[src/rtl/alu_pkg.sv]
// Shared definitions for the ALU execution stage: opcodes (also used by the
// button-driven operation selector) and the control FSM encoding.
package alu_pkg;

    localparam logic [2:0] OP_ADD = 3'd0;
    localparam logic [2:0] OP_SUB = 3'd1;
    localparam logic [2:0] OP_AND = 3'd2;
    localparam logic [2:0] OP_XOR = 3'd3;
    localparam logic [2:0] OP_MUL = 3'd4;
    localparam logic [2:0] OP_DIV = 3'd5;

    // IDLE: waiting for a request. ITER: multi-cycle MUL/DIV stepping.
    // DONE: operands/results settled, outputs published on the next edge.
    typedef enum logic [1:0] {
        ST_IDLE = 2'd0,
        ST_ITER = 2'd1,
        ST_DONE = 2'd2
    } state_t;

    // True for opcodes handled by the iterative datapath.
    function automatic logic is_iter_op(input logic [2:0] op);
        return (op == OP_MUL) || (op == OP_DIV);
    endfunction

endpackage

[src/rtl/alu_iter_muldiv.sv]
// Iterative unsigned datapath: shift-add multiply and restoring divide, one
// bit per step. A single pair of WIDTH-bit registers holds either the
// {high, low} product halves or the {remainder, quotient} pair.
module alu_iter_muldiv #(
    parameter int WIDTH = 8
) (
    input  logic               clk,
    input  logic               reset,
    input  logic               load,
    input  logic               step,
    input  logic               div_mode,
    input  logic [WIDTH-1:0]   a,
    input  logic [WIDTH-1:0]   b,
    output logic               last,
    output logic [2*WIDTH-1:0] product,
    output logic [WIDTH-1:0]   quotient,
    output logic [WIDTH-1:0]   remainder
);

    localparam logic [WIDTH-1:0] CNT_LOAD = WIDTH'(WIDTH - 1);
    localparam logic [WIDTH-1:0] CNT_ONE  = WIDTH'(1);

    logic [WIDTH-1:0] hi;
    logic [WIDTH-1:0] lo;
    logic [WIDTH-1:0] dv;
    logic [WIDTH-1:0] cnt;
    logic             mode;

    logic [WIDTH:0]   add_sum;
    logic [WIDTH:0]   shifted;
    logic [WIDTH-1:0] trial;
    logic [WIDTH-1:0] nxt_hi;
    logic [WIDTH-1:0] nxt_lo;

    // Next-step values: MUL adds the multiplicand when the current multiplier
    // bit is set then shifts right; DIV shifts in the next dividend bit and
    // subtracts the divisor when it fits (a zero divisor always "fits").
    always_comb begin
        add_sum = {1'b0, hi} + (lo[0] ? {1'b0, dv} : {(WIDTH + 1){1'b0}});
        shifted = {hi, lo[WIDTH-1]};
        trial   = shifted[WIDTH-1:0] - dv;
        if (mode) begin
            if (shifted >= {1'b0, dv}) begin
                nxt_hi = trial;
                nxt_lo = {lo[WIDTH-2:0], 1'b1};
            end else begin
                nxt_hi = shifted[WIDTH-1:0];
                nxt_lo = {lo[WIDTH-2:0], 1'b0};
            end
        end else begin
            nxt_hi = add_sum[WIDTH:1];
            nxt_lo = {add_sum[0], lo[WIDTH-1:1]};
        end
    end

    // Operand load and per-cycle stepping with a down-counting bit counter.
    always_ff @(posedge clk or posedge reset) begin
        if (reset) begin
            hi   <= '0;
            lo   <= '0;
            dv   <= '0;
            cnt  <= '0;
            mode <= 1'b0;
        end else if (load) begin
            hi   <= '0;
            lo   <= div_mode ? a : b;
            dv   <= div_mode ? b : a;
            cnt  <= CNT_LOAD;
            mode <= div_mode;
        end else if (step) begin
            hi <= nxt_hi;
            lo <= nxt_lo;
            if (cnt != '0) begin
                cnt <= cnt - CNT_ONE;
            end
        end
    end

    assign last      = (cnt == '0);
    assign product   = {hi, lo};
    assign quotient  = lo;
    assign remainder = hi;

endmodule

[src/rtl/alu_exec.sv]
// Sequential ALU execution stage. Latches sel/a/b on an accepted start,
// evaluates single-cycle ops directly and MUL/DIV through the iterative
// datapath, then publishes result/carry/err with a one-cycle done pulse.
//
// Handshake: start is a request sampled on a rising edge only while busy=0;
// once accepted, busy stays high until the edge that raises done, and all
// inputs are ignored in between. done marks the single cycle in which
// result/carry/err took their new values; they hold until the next done.
module alu_exec
    import alu_pkg::*;
#(
    parameter int WIDTH = 8
) (
    input  logic               clk,
    input  logic               reset,
    input  logic               start,
    input  logic [2:0]         sel,
    input  logic [WIDTH-1:0]   a,
    input  logic [WIDTH-1:0]   b,
    output logic               busy,
    output logic               done,
    output logic [2*WIDTH-1:0] result,
    output logic               carry,
    output logic               err
);

    state_t           state;
    logic [2:0]       op_q;
    logic [WIDTH-1:0] a_q;
    logic [WIDTH-1:0] b_q;

    logic               md_load;
    logic               md_step;
    logic               md_last;
    logic [2*WIDTH-1:0] product;
    logic [WIDTH-1:0]   quotient;
    logic [WIDTH-1:0]   remainder;

    logic [WIDTH:0]     sum;
    logic [WIDTH:0]     diff;
    logic [2*WIDTH-1:0] res_c;
    logic               carry_c;
    logic               err_c;

    // The iterative datapath captures the raw inputs on the accepting edge.
    assign md_load = (state == ST_IDLE) && start && is_iter_op(sel);
    assign md_step = (state == ST_ITER);

    alu_iter_muldiv #(.WIDTH(WIDTH)) u_muldiv (
        .clk       (clk),
        .reset     (reset),
        .load      (md_load),
        .step      (md_step),
        .div_mode  (sel == OP_DIV),
        .a         (a),
        .b         (b),
        .last      (md_last),
        .product   (product),
        .quotient  (quotient),
        .remainder (remainder)
    );

    // Result selection from the latched operands; borrow is the sign bit of
    // the widened difference.
    always_comb begin
        sum     = {1'b0, a_q} + {1'b0, b_q};
        diff    = {1'b0, a_q} - {1'b0, b_q};
        res_c   = '0;
        carry_c = 1'b0;
        err_c   = 1'b0;
        case (op_q)
            OP_ADD: begin
                res_c   = {{WIDTH{1'b0}}, sum[WIDTH-1:0]};
                carry_c = sum[WIDTH];
            end
            OP_SUB: begin
                res_c   = {{WIDTH{1'b0}}, diff[WIDTH-1:0]};
                carry_c = diff[WIDTH];
            end
            OP_AND:  res_c = {{WIDTH{1'b0}}, a_q & b_q};
            OP_XOR:  res_c = {{WIDTH{1'b0}}, a_q ^ b_q};
            OP_MUL:  res_c = product;
            OP_DIV: begin
                res_c = {remainder, quotient};
                err_c = (b_q == '0);
            end
            default: err_c = 1'b1;
        endcase
    end

    // Control FSM with registered busy/done and published outputs.
    always_ff @(posedge clk or posedge reset) begin
        if (reset) begin
            state  <= ST_IDLE;
            op_q   <= '0;
            a_q    <= '0;
            b_q    <= '0;
            busy   <= 1'b0;
            done   <= 1'b0;
            result <= '0;
            carry  <= 1'b0;
            err    <= 1'b0;
        end else begin
            done <= 1'b0;
            case (state)
                ST_IDLE: begin
                    if (start) begin
                        op_q  <= sel;
                        a_q   <= a;
                        b_q   <= b;
                        busy  <= 1'b1;
                        state <= is_iter_op(sel) ? ST_ITER : ST_DONE;
                    end
                end
                ST_ITER: begin
                    if (md_last) begin
                        state <= ST_DONE;
                    end
                end
                ST_DONE: begin
                    result <= res_c;
                    carry  <= carry_c;
                    err    <= err_c;
                    done   <= 1'b1;
                    busy   <= 1'b0;
                    state  <= ST_IDLE;
                end
                default: state <= ST_IDLE;
            endcase
        end
    end

endmodule
[config.mk]
export PLATFORM = sky130hd
export DESIGN_NAME = alu_exec
export DESIGN_NICKNAME = d
export VERILOG_FILES = /design/src/rtl/alu_pkg.sv /design/src/rtl/alu_iter_muldiv.sv /design/src/rtl/alu_exec.sv
export SDC_FILE = /design/constraint.sdc
export NUM_CORES = 1
export LEC_CHECK = 0
export ABC_CLOCK_PERIOD_IN_PS = 3150
export BUFFER_PORTS_ARGS = -buffer_cell sky130_fd_sc_hd__buf_2
export CAP_MARGIN = 5
export CELL_PAD_IN_SITES_DETAIL_PLACEMENT = 1
export CELL_PAD_IN_SITES_GLOBAL_PLACEMENT = 1
export CORE_MARGIN = 2
export CORE_UTILIZATION = 48
export CTS_BUF_LIST = sky130_fd_sc_hd__clkbuf_8
export CTS_CLUSTER_DIAMETER = 80
export DETAILED_ROUTE_END_ITERATION = 12
export MAX_ROUTING_LAYER = met4
export PLACE_DENSITY = 0.9
export SYNTH_ARGS = -nofsm -noshare
export SYNTH_HDL_FRONTEND = slang
export SYNTH_HIERARCHICAL = 1
export SYNTH_SLANG_ARGS = --single-unit
[constraint.sdc]
create_clock -name clk -period 3.15 [get_ports clk]
set_input_delay 0.315 -clock clk [delete_from_list [all_inputs] [get_ports clk]]
set_output_delay 0.315 -clock clk [all_outputs]
set_load 0.05 [all_outputs]
==> Word level (Yosys, flattened, before mapping) <==
Cells that the tools add are included.
{ "totals": {"out_inout_bits": 20, "wordCells": 74, "in_bits": 22, "regBits": 74} }
{ "classes": {"n_lt_le_gt_ge": 1, "muxes": 24, "n_eq_ne": 11, "n_addsub": 5, "bitwise": 2, "n_reduce_logical": 17} }
{ "op_table": {"columns": ["op", "n"], "rows": [
  ["$mux W8", 13],
  ["$pmux W16 S5", 1],
  ["$logic_not A8 Y1", 2],
  ["$eq A3 B3 Y1 const B", 4],
  ["$add A8 B8 Y9", 1],
  ["$add A8 B9 Y9", 1],
  ["$ge A9 B8 Y1", 1],
  ["$sub A8 B8 Y9", 1],
  ["$and A8 B8 Y8", 1],
  ["$reduce_and A2 Y1", 4],
  ["$reduce_bool A8 Y1", 1],
  ["$sub A8 B1 Y8 const B", 1],
  ["$sub A8 B8 Y8", 1],
  ["$xor A8 B8 Y8", 1],
  ["$eq A3 B2 Y1 const B", 2],
  ["$mux W2", 3],
  ["$pmux W1 S2", 3],
  ["$reduce_bool A2 Y1", 3],
  ["$reduce_or A5 Y1", 1],
  ["$pmux W2 S2", 1],
  ["$eq A3 B1 Y1 const B", 1],
  ["$logic_not A3 Y1", 1],
  ["$mux W1", 3],
  ["$eq A2 B1 Y1 const B", 1],
  ["7 further kinds", 8]
]} }

==> Depth between registers and ports, before layout <==
{ "logic_depth": {"word_depth": 5, "depth_mapped": 10, "ltp_nobuf": 10} }

==> Cells and area by module <==
The synthesis kept the hierarchy.
{ "modules_own_cells": {"columns": ["module", "seq_area_each_um2", "n_inst", "area_each_um2", "cells_per_inst"], "rows": [
  ["alu_iter_muldiv", 825.8, 1, 2737.6, 315],
  ["alu_exec", 1026.0, 1, 2713.9, 296]
]} }

==> Least setup slack after synthesis <==
OpenSTA, ideal clock, no wires.
{ "synth_timing": {"kind": "register to register", "from": "register u_muldiv.lo[0], in the netlist u_muldiv/quotient[0]", "to": "register u_muldiv.hi[7], in the netlist u_muldiv/remainder[7]", "arrival_ns": 2.182, "period_less_slack_ns": 2.318, "required_time_ns": 3.014, "setup_ns": 0.136, "path_buffers": 0, "slack_ns": 0.832, "stages_incl_launch_ff": 11, "cell_sequence": "dfrtp_1 and2_1 ha_1 inv_1 fa_1 nor2b_4 o31a_1 o31a_1 or4_1 o311ai_0 a211oi_1"} }
{ "synth_between": {"elab_chain_cells": 5} }
{ "synth_lines": {"columns": ["element", "line_no", "text"], "rows": [
  ["from (decl)", "alu_iter_muldiv.sv:24", "logic [WIDTH-1:0] lo;"],
  ["from (signal assigned)", "alu_iter_muldiv.sv:66", "lo <= div_mode ? a : b;"],
  ["from (signal assigned)", "alu_iter_muldiv.sv:72", "lo <= nxt_lo;"],
  ["$mux W8", "alu_iter_muldiv.sv:39", "add_sum = {1'b0, hi} + (lo[0] ? {1'b0, dv} : {(WIDTH + 1){1'b0}});"],
  ["$add A8 B9 Y9", "alu_iter_muldiv.sv:39", null],
  ["$mux W8", "alu_iter_muldiv.sv:42", "if (mode) begin"],
  ["$mux W8", "alu_iter_muldiv.sv:70", "end else if (step) begin"],
  ["$mux W8", "alu_iter_muldiv.sv:64", "end else if (load) begin"],
  ["to (signal assigned)", "alu_iter_muldiv.sv:71", "hi <= nxt_hi;"],
  ["to (decl)", "alu_iter_muldiv.sv:23", "logic [WIDTH-1:0] hi;"]
]} }
No other way between the ends. The select of a mux whose other input is x is not followed.
A chain may end at the register's enable or synchronous reset.

==> Worst setup path after layout <==
Same ends and word-level chain as after synthesis.

==> flow_metrics.env <==
export IMPL_syn_area_um2=5450
export IMPL_grt_setup_unrepaired="no"
export IMPL_skew_ps=14.4
export IMPL_port_buffers=41
export IMPL_drt_drc_violations_left=0
export IMPL_finalCritPeriodShare_pct=81.6
export IMPL_die_h_um=111
export IMPL_drive_gt1_share_pct=16.0
export IMPL_final_common_cell="dfrtp_1"
export IMPL_ys_warn_count=6
export IMPL_firstDrtPassIters=5
export IMPL_clk_insertion_delay_late_ps=370
export IMPL_hold_viol_final=0
export IMPL_critical_path_arrival_ps=2790
export IMPL_wl_met2_um=7590
export IMPL_grt_max_degree=42
export IMPL_path_clk_slew_ps=80
export IMPL_rows=38
export IMPL_final_nets=690
export IMPL_routed_wl_um=16000
export IMPL_die_area_um2=12200
export IMPL_die_w_um=111
export IMPL_start_kind="register"
export IMPL_cts_tree="yes"
export IMPL_areaGrowthSynthToFinish_pct=7.67
export IMPL_final_setup_viol_count=0
export IMPL_syn_inst=611
export IMPL_synth_cell_types=71
export IMPL_relSlewSlack_pct=40.7
export IMPL_utilization_pct=53.4
export IMPL_gp_congestion=0.925
export IMPL_gr_total_overflow=0
export IMPL_whs_ps=64.6
export IMPL_post_cts_buffers=0
export IMPL_drt_first_iter_violations=329
export IMPL_layout_common_cells="dfrtp_1, nor2_1, nand2_1"
export IMPL_synth_edf_count=0
export IMPL_maxCapViolations=0
export IMPL_clockRootBuffer="clkbuf_8"
export IMPL_vias=4721
export IMPL_syn_num_nets=672
export IMPL_synthArstFlopShare_pct=100
export IMPL_cts_htree_levels=3
export IMPL_cp_end_kind="register"
export IMPL_clock_sinks=74
export IMPL_hpwl_um=12100
export IMPL_postRouteAntennaNets=0
export IMPL_ios=42
export IMPL_synth_avg_cell_area_um2=8.92
export IMPL_hp_class="input pin to async pin"
export IMPL_synthFlopType="dfrtp_1"
export IMPL_cts_buffers=9
export IMPL_routedWlPerCell_um=20.7
export IMPL_maxUsedRoutingLayer="met4"
export IMPL_postCtsHoldBufs=0
export IMPL_insertedDiodeCount=0
export IMPL_initial_core_util_pct=49.6
export IMPL_wl_met1_um=7370
export IMPL_worstSetupPathType="register to register"
export IMPL_cp_required_ps=3370
export IMPL_dr_wl_met3_um=783
export IMPL_yosysSeqAreaShare_pct=34.0
export IMPL_drv_slew=0
export IMPL_fmaxAchievable_ghz=0.389
export IMPL_grt_pass1_wl_um=26200
export IMPL_antenna_found_initial=0
export IMPL_first_global_vias=4913
export IMPL_tightest_slew_ps=885
export IMPL_ctsResizeCount=0
export IMPL_period_needed_ps=2570
export IMPL_critPathMaxFanout=12
export IMPL_synth_seq_cells=74
export IMPL_grt_total_usage_pct=27.7
export IMPL_core_area_um2=11000
export IMPL_routed_via_density=6.11
export IMPL_setup_tns_ps=0
export IMPL_status="completed"
export IMPL_clockBufferDepth=2
-- final cells by class --
| class | count | area (µm²) |
|---|---|---|
| tap | 140 | 175 |
| fill | 1317 | 5110 |
| timing repair buffer | 51 | 280 |
| clock inverter | 5 | 56.3 |
| multi-input combinational | 453 | 3220 |
| inverter | 40 | 150 |
| sequential | 74 | 1850 |
| clock buffer | 10 | 138 |
-- kinds of logic (layout without fill, tap and decap cells) --
family | after synthesis | in the layout | synth area share (%)
simple gates | 176 | 176 | 15.8
compound gates | 175 | 175 | 21.8
buf+inv | 84 | 106 | 7.23
flops | 74 | 74 | 34.0
mux | 46 | 46 | 8.97
fa+ha+maj | 39 | 39 | 9.50
xor+xnor | 17 | 17 | 2.73
-- through the flow --
step                      area [µm²]  setup slack [ps]  instances
final                           5870               580        773
after global routing            5870               439        773
after CTS                       5870               588        773
after detailed placement        5680               630        758
after global placement          5680               724        758
after floorplan                 5450               832        611
-- critical path, stage by stage, from the launching register on --
cell      delay (ps)
dfrtp_1          480
and2_1           180
ha_1             210
inv_1             90
fa_1             240
nor2b_4           60
o31a_1           270
o31a_1           260
or4_1            390
o311ai_0         120
a211oi_1         150
-- synth_stat cells, types with 5 or more instances --
library cell  count  area, µm²
a211oi_1         13       97.6
a21o_1            8       60.1
a21oi_1          47        235
and2_1            9       56.3
buf_2             8       40.0
buf_4            18        135
clkbuf_1         16       60.1
dfrtp_1          74       1850
ha_1             35        438
inv_1            39        146
mux2_2           13        146
mux2i_1          32        320
nand2_1          51        191
nand2b_1          8       50.1
nand3_1           6       30.0
nor2_1           60        225
nor2b_1           8       50.1
nor3_1            8       40.0
nor4_1            5       31.3
o211ai_1          6       45.0
o21a_1            5       37.5
o21ai_0          44        220
o31a_1            6       52.6
xnor2_1          11       96.3
xor2_1            6       52.6
-- flip-flops by register name (all words and copies together) (netlist names) --
name	flops
u_muldiv/mode	1
carry	1
u_muldiv/remainder	8
op_q	3
result	16
u_muldiv/dv	8
busy	1
done	1
b_q	8
state	2
err	1
u_muldiv/quotient	8
a_q	8
u_muldiv/cnt	8
-- routing by layer --
metal	up-vias	global-route usage (%)
li1	2194	-
met1	2352	37.6
met2	153	43.1
met3	22	4.28
met4	0	8.58
met5	-	-
-- worst paths after layout --
| kind | from | end | depth (start not counted) | slack, ps |
|---|---|---|---|---|
| max in group asynchronous | reset | result[4]$_DFFE_PP0P_ | 3 | 2680 |
| max | u_muldiv/quotient[0]$_DFFE_PP0P_ | u_muldiv/remainder[7]$_DFFE_PP0P_ | 10 | 580 |
| min reg2reg | result[15]$_DFFE_PP0P_ | result[15]$_DFFE_PP0P_ | 2 | 480 |
| min | reset | u_muldiv/dv[7]$_DFFE_PP0P_ | 3 | 60 |
| min in group clk | sel[0] | op_q[0]$_DFFE_PP0P_ | 3 | 180 |
| max reg2reg | u_muldiv/quotient[0]$_DFFE_PP0P_ | u_muldiv/remainder[7]$_DFFE_PP0P_ | 10 | 580 |
Power is left out: the tool's default activity adds up to more than one toggle a clock period on the data nets, which glitch-free logic cannot reach.
